**src/rtl/sys_cmd_parser.sv**
```systemverilog
// sys_cmd_parser: collects command frames from the UART RX deserialiser and
// drives one-cycle register / ALU requests, then returns read data or ALU
// results to the TX side over a valid/ready handshake.
//   Frames : AA addr wdata (write), BB addr (read),
//            CC opa opb fun (ALU), DD fun (ALU reusing held operands)
// Ports:
//   CLK, RST                        clock, synchronous active-high reset
//   RX_P_DATA/RX_D_VLD              received word + strobe
//   PAR_ERR/FRM_ERR                 line errors qualifying the current word
//   WR_EN/RD_EN/ADDR/WR_DATA        register file request
//   RD_DATA/RD_DATA_VLD             register file response
//   ALU_EN/ALU_FUN/OP_A/OP_B        ALU request (operands held between commands)
//   ALU_OUT/ALU_OUT_VLD             ALU response (two words wide)
//   TX_P_DATA/TX_D_VLD/TX_READY     response word handshake
//   BUSY                            any state other than IDLE
//   ERR/ERR_CODE                    error pulse, code held until next error
//     1 bad opcode, 2 inter-word timeout, 3 RX line error,
//     4 word received while busy, 5 response timeout
module sys_cmd_parser #(
   parameter int DATA_WIDTH     = 8,
   parameter int ADDR_WIDTH     = 4,
   parameter int FUN_WIDTH      = 4,
   parameter int TIMEOUT_CYCLES = 1024
) (
   input  logic                    CLK,
   input  logic                    RST,
   input  logic [DATA_WIDTH-1:0]   RX_P_DATA,
   input  logic                    RX_D_VLD,
   input  logic                    PAR_ERR,
   input  logic                    FRM_ERR,
   output logic                    WR_EN,
   output logic                    RD_EN,
   output logic [ADDR_WIDTH-1:0]   ADDR,
   output logic [DATA_WIDTH-1:0]   WR_DATA,
   input  logic [DATA_WIDTH-1:0]   RD_DATA,
   input  logic                    RD_DATA_VLD,
   output logic                    ALU_EN,
   output logic [FUN_WIDTH-1:0]    ALU_FUN,
   output logic [DATA_WIDTH-1:0]   OP_A,
   output logic [DATA_WIDTH-1:0]   OP_B,
   input  logic [2*DATA_WIDTH-1:0] ALU_OUT,
   input  logic                    ALU_OUT_VLD,
   output logic [DATA_WIDTH-1:0]   TX_P_DATA,
   output logic                    TX_D_VLD,
   input  logic                    TX_READY,
   output logic                    BUSY,
   output logic                    ERR,
   output logic [2:0]              ERR_CODE
);
   typedef enum logic [3:0] {
      IDLE, GET_ADDR, GET_WDATA, GET_OPA, GET_OPB, GET_FUN,
      ISSUE, WAIT_RSP, SEND_LO, SEND_HI
   } state_t;
   typedef enum logic [1:0] {CMD_WR, CMD_RD, CMD_ALU} cmd_t;

   // The timer counts idle cycles spent in a timed state; the timeout fires on
   // the edge that would complete the TIMEOUT_CYCLES-th idle cycle.
   localparam int            TW       = (TIMEOUT_CYCLES > 1) ? $clog2(TIMEOUT_CYCLES) : 1;
   localparam logic [TW-1:0] TMO_LAST = TW'(TIMEOUT_CYCLES - 1);

   state_t                  state, state_nxt;
   cmd_t                    cmd, cmd_nxt;
   logic [ADDR_WIDTH-1:0]   addr_q, addr_nxt;
   logic [DATA_WIDTH-1:0]   wdata_q, wdata_nxt, opa_q, opa_nxt, opb_q, opb_nxt;
   logic [FUN_WIDTH-1:0]    fun_q, fun_nxt;
   logic [DATA_WIDTH-1:0]   tx_q, tx_nxt, hi_q, hi_nxt;
   logic                    err_q, err_nxt;
   logic [2:0]              code_q, code_nxt;
   logic [TW-1:0]           timer;
   logic                    accepting, timed, tmo;

   assign accepting = state inside {IDLE, GET_ADDR, GET_WDATA, GET_OPA, GET_OPB, GET_FUN};
   assign timed     = (TIMEOUT_CYCLES != 0) && (state inside {GET_ADDR, GET_WDATA, GET_OPA,
                                                               GET_OPB, GET_FUN, WAIT_RSP});
   assign tmo       = timed && (timer == TMO_LAST);

   always_ff @(posedge CLK) begin
      if (RST) begin
         state   <= IDLE;
         cmd     <= CMD_WR;
         addr_q  <= '0;
         wdata_q <= '0;
         opa_q   <= '0;
         opb_q   <= '0;
         fun_q   <= '0;
         tx_q    <= '0;
         hi_q    <= '0;
         err_q   <= 1'b0;
         code_q  <= '0;
         timer   <= '0;
      end else begin
         state   <= state_nxt;
         cmd     <= cmd_nxt;
         addr_q  <= addr_nxt;
         wdata_q <= wdata_nxt;
         opa_q   <= opa_nxt;
         opb_q   <= opb_nxt;
         fun_q   <= fun_nxt;
         tx_q    <= tx_nxt;
         hi_q    <= hi_nxt;
         err_q   <= err_nxt;
         code_q  <= code_nxt;
         if ((accepting && RX_D_VLD) || (state_nxt != state) || !timed)
            timer <= '0;
         else
            timer <= timer + 1'b1;
      end
   end

   always_comb begin
      state_nxt = state;
      cmd_nxt   = cmd;
      addr_nxt  = addr_q;
      wdata_nxt = wdata_q;
      opa_nxt   = opa_q;
      opb_nxt   = opb_q;
      fun_nxt   = fun_q;
      tx_nxt    = tx_q;
      hi_nxt    = hi_q;
      err_nxt   = 1'b0;
      code_nxt  = code_q;
      if (accepting && RX_D_VLD) begin
         // a line error outranks a coincident timeout
         if (PAR_ERR || FRM_ERR) begin
            err_nxt   = 1'b1;
            code_nxt  = 3'd3;
            state_nxt = IDLE;
         end else begin
            case (state)
               IDLE: begin
                  case (RX_P_DATA[7:0])
                     8'hAA:   begin cmd_nxt = CMD_WR;  state_nxt = GET_ADDR; end
                     8'hBB:   begin cmd_nxt = CMD_RD;  state_nxt = GET_ADDR; end
                     8'hCC:   begin cmd_nxt = CMD_ALU; state_nxt = GET_OPA;  end
                     8'hDD:   begin cmd_nxt = CMD_ALU; state_nxt = GET_FUN;  end
                     default: begin err_nxt = 1'b1; code_nxt = 3'd1; end
                  endcase
               end
               GET_ADDR: begin
                  addr_nxt  = RX_P_DATA[ADDR_WIDTH-1:0];
                  state_nxt = (cmd == CMD_WR) ? GET_WDATA : ISSUE;
               end
               GET_WDATA: begin wdata_nxt = RX_P_DATA; state_nxt = ISSUE; end
               GET_OPA:   begin opa_nxt = RX_P_DATA; state_nxt = GET_OPB; end
               GET_OPB:   begin opb_nxt = RX_P_DATA; state_nxt = GET_FUN; end
               GET_FUN:   begin fun_nxt = RX_P_DATA[FUN_WIDTH-1:0]; state_nxt = ISSUE; end
               default: ;
            endcase
         end
      end else begin
         // here RX_D_VLD can only be set in a non-accepting state
         if (RX_D_VLD) begin
            err_nxt  = 1'b1;
            code_nxt = 3'd4;
         end
         case (state)
            GET_ADDR, GET_WDATA, GET_OPA, GET_OPB, GET_FUN: begin
               if (tmo) begin err_nxt = 1'b1; code_nxt = 3'd2; state_nxt = IDLE; end
            end
            ISSUE: state_nxt = (cmd == CMD_WR) ? IDLE : WAIT_RSP;
            WAIT_RSP: begin
               // a response arriving with the timeout wins
               if (cmd == CMD_RD && RD_DATA_VLD) begin
                  tx_nxt    = RD_DATA;
                  state_nxt = SEND_LO;
               end else if (cmd == CMD_ALU && ALU_OUT_VLD) begin
                  tx_nxt    = ALU_OUT[DATA_WIDTH-1:0];
                  hi_nxt    = ALU_OUT[2*DATA_WIDTH-1:DATA_WIDTH];
                  state_nxt = SEND_LO;
               end else if (tmo) begin
                  err_nxt   = 1'b1;
                  code_nxt  = 3'd5;
                  state_nxt = IDLE;
               end
            end
            SEND_LO: begin
               if (TX_READY) begin
                  if (cmd == CMD_ALU) begin
                     tx_nxt    = hi_q;
                     state_nxt = SEND_HI;
                  end else begin
                     state_nxt = IDLE;
                  end
               end
            end
            SEND_HI: if (TX_READY) state_nxt = IDLE;
            default: ;
         endcase
      end
   end

   assign WR_EN     = (state == ISSUE) && (cmd == CMD_WR);
   assign RD_EN     = (state == ISSUE) && (cmd == CMD_RD);
   assign ALU_EN    = (state == ISSUE) && (cmd == CMD_ALU);
   assign ADDR      = addr_q;
   assign WR_DATA   = wdata_q;
   assign OP_A      = opa_q;
   assign OP_B      = opb_q;
   assign ALU_FUN   = fun_q;
   assign TX_P_DATA = tx_q;
   assign TX_D_VLD  = state inside {SEND_LO, SEND_HI};
   assign BUSY      = (state != IDLE);
   assign ERR       = err_q;
   assign ERR_CODE  = code_q;
endmodule

```
**config.mk**
```make
export PLATFORM = sky130hd
export DESIGN_NAME = sys_cmd_parser
export DESIGN_NICKNAME = d
export VERILOG_FILES = /design/src/rtl/sys_cmd_parser.sv
export SDC_FILE = /design/constraint.sdc
export NUM_CORES = 1
export LEC_CHECK = 0
export ABC_AREA = 1
export BUFFER_PORTS_ARGS = -buffer_cell sky130_fd_sc_hd__buf_2
export CAP_MARGIN = 20
export CELL_PAD_IN_SITES_DETAIL_PLACEMENT = 1
export CELL_PAD_IN_SITES_GLOBAL_PLACEMENT = 1
export CORE_MARGIN = 2
export CORE_UTILIZATION = 36
export CTS_CLUSTER_SIZE = 25
export DETAILED_ROUTE_END_ITERATION = 8
export MAX_ROUTING_LAYER = met4
export PLACE_DENSITY_LB_ADDON = 0.12
export SYNTH_ARGS = -nofsm -noshare
export SYNTH_HDL_FRONTEND = slang
export SYNTH_SLANG_ARGS = --single-unit
```
**constraint.sdc**
```tcl
create_clock -name CLK -period 2.4 [get_ports CLK]
set_input_delay 0.24 -clock CLK [delete_from_list [all_inputs] [get_ports CLK]]
set_output_delay 0.24 -clock CLK [all_outputs]
set_load 0.02 [all_outputs]
```
# == Word level (Yosys, flattened, before mapping) ==
# Index checks and enable logic that the tools add are counted.
# word_totals
regBits,68
input_bits,40
out_inout_bits,49
word_cells,110
# classes
add_sub_neg,1
n_eq_ne,22
n_mux,38
bitwise,3
n_reduce_logical,34
# op_table
cell,n
$pmux W4 S5,2
$mux W3,11
$eq A8 B8 Y1 const B,4
$mux W4,8
$mux W8,4
$eq A4 B3 Y1 const B,4
$pmux W8 S2,1
$reduce_and A3 Y1,5
$pmux W4 S3,1
$reduce_bool A6 Y1,2
$add A10 B1 Y10 const B,1
$eq A10 B10 Y1 const B,1
$eq A4 B2 Y1 const B,2
$eq A4 B4 Y1 const B,2
$mux W1,8
$reduce_and A4 Y1,2
$reduce_or A2 Y1,4
$logic_and A1 B1 Y1,7
$ne A3 B2 Y1 const B,2
$pmux W2 S3,1
$pmux W3 S2,1
$reduce_and A5 Y1,1
$reduce_or A5 Y1,1
$eq A4 B1 Y1 const B,1
16 further kinds,22

# == Depth between registers and ports, before layout ==
# logic_depth
depth_word,12
mapped_depth,16
ltp_nobuf,15

# == Worst setup path before layout ==
# No wires, ideal clock.
# synth_path
path_type,register to register
start,register timer[0]
end,register timer[0]
setup_ps,65
arrival_ps,1726
t_required_ps,2335
path_slack_ps,609
path_stages_with_launch,14
n_path_buf,0
period_less_slack_ps,1791
path_cell_list,dfxtp_1 > ha_1 > nand3_1 > nor2_1 > nand4_1 > nand2_1 > nand2_2 > nand2_1 > nand3_1 > nand2_1 > nand2_1 > nand2_1 > nand3_4 > nor2_2
# synth_via
elab_chain_len,11
word_cells_on_any_way,12
classes_between,1 x add/sub; 2 x eq/ne; 5 x mux; 4 x reduce/logical
# synth_lines
item,line_no,text
from (decl),69,logic [TW-1:0] timer;
from (signal assigned),106,timer <= timer + 1'b1;
$eq A10 B10 Y1,75,assign tmo = timed && (timer == TMO_LAST);
$logic_and A1 B1 Y1,75,
$mux W4,"158, 170",
$mux W4,166,end else if (cmd == CMD_ALU && ALU_OUT_VLD) begin
$mux W4,163,if (cmd == CMD_RD && RD_DATA_VLD) begin
$pmux W4 S5,156,case (state)
$mux W4,122,if (accepting && RX_D_VLD) begin
$ne A4 B4 Y1,103,if ((accepting && RX_D_VLD) || (state_nxt != state) || !timed)
$logic_or A1 B1 Y1 (2 in a row),103,
$reduce_or A2 Y1 (no source line),n/a,
# Several ways; a longest one is shown, not always the timed one.
# A chain may end at the register's enable or synchronous reset.

# == Worst setup path after layout ==
# layout_path
start,register state[1]
end,register opa_q[2] (netlist: OP_A[2])
# layout_via
elab_chain_len,4
word_cells_on_any_way,9
classes_between,5 x eq/ne; 4 x reduce/logical
# layout_lines
item,line_no,text
from (decl),61,"state_t state, state_nxt;"
from (signal assigned),92,state <= state_nxt;
$eq A4 B1 Y1 (tied with other cells),72,"assign accepting = state inside {IDLE, GET_ADDR, GET_WDATA, GET_OPA, GET_OPB, GET_FUN};"
$reduce_bool A6 Y1,72,
$logic_and A1 B1 Y1,122,
$reduce_and A3 Y1 (no source line) *,n/a,
to (signal assigned),96,opa_q <= opa_nxt;
to (decl),64,"logic [DATA_WIDTH-1:0] wdata_q, wdata_nxt, opa_q, opa_nxt, opb_q, opb_nxt;"
# Mark *: on every way between the ends. The rest lies on a longest branch, timed or not.

==> impl_results.md <==
* CTS tree: done
* Post-synth EDFFs at 0
* Crit-path max FO at 10
* Diode count at 0
* Worst Reg-to-Reg Cells at 13
* Peak VDD IR at about 0.38 mV
* Layout Cells excl Fill at 640
* Gpl congestion at around 0.88
* Hold Crit Start: ALU_OUT[13]
* Post-route ant nets at 0
* Met3 Track Usage GR at 0.0448
* Reg-to-reg slack, setup at 0.16 ns
* Critical Path Start Type: flip-flop
* Post-synth top area share at 0.437
* Worst EP required at 2.69 ns
* Syn_nets at 471
* WP data arrival at approximately 2.5 ns
* Met1 GRT Util at 0.283
* Drt via density at 4.96
* Initial DRC count at about 100
* Initial antenna violation count at 0
* Commonest non-fill, non-tap cell in the layout: buf_2
* Maximum clock path buffer count at 2
* Ys flop type: dfxtp_1
* RR Endpoint: OP_A[2]
* Number of core rows at 33
* Status: completed
* Hold_buf cts at 0
* Highest-count cells in the layout ignoring fill and taps: buf_2, nor2_1, nand2_1, dfxtp_1, o21ai_0
* Vias in the first global route at 3074
* Async set or reset register ratio after synthesis at 0
* Tcrit/Tclk final at 0.933
* Largest net degree at the start of global routing at 36
* Pin slew with the least headroom to its limit at 0.483 ns
* Chip height at 97.0 um
* Max-cap violations at 0
* Ports at about 90
* F_max at between 400 and 500 MHz
* Cell area after synthesis at around 3100 um2
* Total gr overflow at 0
* CTS root buf: clkbuf_8
* P_leak at 1.90 nW
* I/O Buffers at 88
* Drt total wl at 9.16 mm
* Sequential share of the synthesized area at 0.437
* Cell Pwr Density at 899 nW/um2
* Synth Register Bits at 68
* First-pass GRT wire length at approximately 15 mm
* Routed wire per std cell at 14.3 um
* Fraction of layout cells with a size suffix above 1 at 0.288
* Total CTS buffers at 9
* Fin. max-slew vios at 0
* Core area at 8300 um2
* Chip width at roughly 97 um
* Launch point of the worst reg-to-reg path: state[1]
* Setup TNS at 0 ns
* Worst Setup EP: OP_A[2]
* Minimum clock period at roughly 2.2 ns
* Final worst setup slack at 0.162 ns
* Synth Area per Inst at between 7 and 8 um2
* Final Setup Violations at 0
* Tot GR Track Use at 0.201
* Global route hottest layer: met2
* Crit path kind: reg -> reg
* Initial DRT Pass Iterations at 4
* Most area-consuming cells after synthesis: dfxtp_1, nor2_1, nand2_1
* Detailed placement HPWL at 6.85 mm
* Synth area leader: dfxtp_1
* Syn-to-layout area delta at 26.8%
* Clock skew at 0.0129 ns
* Type of the most critical hold path: in -> reg
* Yosys cell types at 35
* Nets at around 570
* Placed cell count at about 600
* Final hold vios at 0
* H-tree Lvls at 3
* Sink Count at 68
* GR Util met2 at 0.288
* Die ar. at 9420 um2
* Crit. Startpoint: state[1]
* Via count at 3175
* Slew HR at 0.677
* DRC Markers at 0
* Core Util, Final at 0.476
* Worst skew pair latency at 0.36 ns
* Clk pin slew, worst setup/hold paths at 0.08 ns
* Worst slack, placed at approximately 0.17 ns
* CP Capture Type: flip-flop
* Synth Warn # at 0
* Mapped Cells at 430
* Starting density of the core at 0.376
kinds of logic (layout without fill, tap and decap cells):
| logic type | Yosys count | in the layout | synth area share |
|---|---|---|---|
| AOI/OAI and AO/OA | 96 | 96 | 0.170 |
| and+or+nand+nor | 208 | 208 | 0.302 |
| buffers and inverters | 49 | 154 | 0.0646 |
| adders and majority gates | 1 | 1 | 0.00401 |
| DFF | 68 | 68 | 0.437 |
| xor gates and xnor gates | 8 | 8 | 0.0225 |
registers in the layout, indices dropped and copies added, names as in the netlist, 8 cells and up:
signal / flops
OP_A: 8
timer: 10
hi_q: 8
OP_B: 8
TX_P_DATA: 8
WR_DATA: 8
critical path, cell delays in order (launching register included):
cell and delay [ns]:
dfxtp_1 0.51, inv_1 0.12, nor2_1 0.20, nand2_2 0.13
nand2_2 0.13, nor2_4 0.07, nand2_2 0.07, nand2_4 0.09
inv_4 0.11, nand2_4 0.11, nor2_4 0.28, buf_4 0.16
o21ai_0 0.06, a21oi_1 0.12
layout make-up:
| class | count | area (um2) |
|---|---|---|
| fill | 1104 | 4350 |
| multi-input combinational | 313 | 1560 |
| sequential | 68 | 1360 |
| timing repair buffer | 101 | 538 |
| inverter | 37 | 141 |
| tap | 105 | 131 |
| clock buffer | 10 | 128 |
| clock inverter | 6 | 95.1 |
repair_timing:
action                     in CTS  in global routing
gates resized for setup         0                  1
buffers inserted                0                  9
setup endpoints to repair       0                 21
synth_stat cells (2+ instances only):
cell type  count
dfxtp_1       68
nor3_1         3
nand3_1       24
inv_1         31
nand2_2        7
o211ai_1       8
o21ai_0       38
buf_4          4
clkbuf_1       7
nand4_1        3
nor2_2        13
inv_2          5
xor2_1         5
nand2_1       73
xnor2_1        3
a21oi_1       33
nor2_1        75
nand2_4        2
o21ai_1        9
nor2_4         4
metal layers:
layer | vias to the layer above | share of wire
li1 | 1604 | -
met1 | 1496 | 0.50
met2 | 67 | 0.44
met3 | 8 | 0.048
met4 | 0 | 0.012
met5 | - | 0
metrics by stage:
step / power, W / hold WS [ns] / cell area, um2
floorplan: 0.00217 / 0.375 / 3120
global placement: 0.00248 / 0.449 / 3660
detailed placement: 0.00250 / 0.461 / 3660
CTS: 0.00357 / 0.0976 / 3880
global route: 0.00379 / 0.105 / 3950
finish: 0.00355 / 0.103 / 3950
worst min-delay path by stage:
stage,end,slack [ns],cells past startpoint
floorplan,hi_q[0],0.37,2
global placement,timer[0],0.45,1
detailed placement,timer[0],0.46,1
CTS,hi_q[5],0.1,3
global route,hi_q[2],0.11,3
finish,hi_q[5],0.10,3
power by group:
part	switching (W)	leakage, nW	internal (W)	total (W)
clock	0.000469	0.111	0.000596	0.00107
combinational	0.000833	1.24	0.000355	0.00119
sequential	0.0000939	0.549	0.00120	0.00130
(Power assumes the default switching activity.)
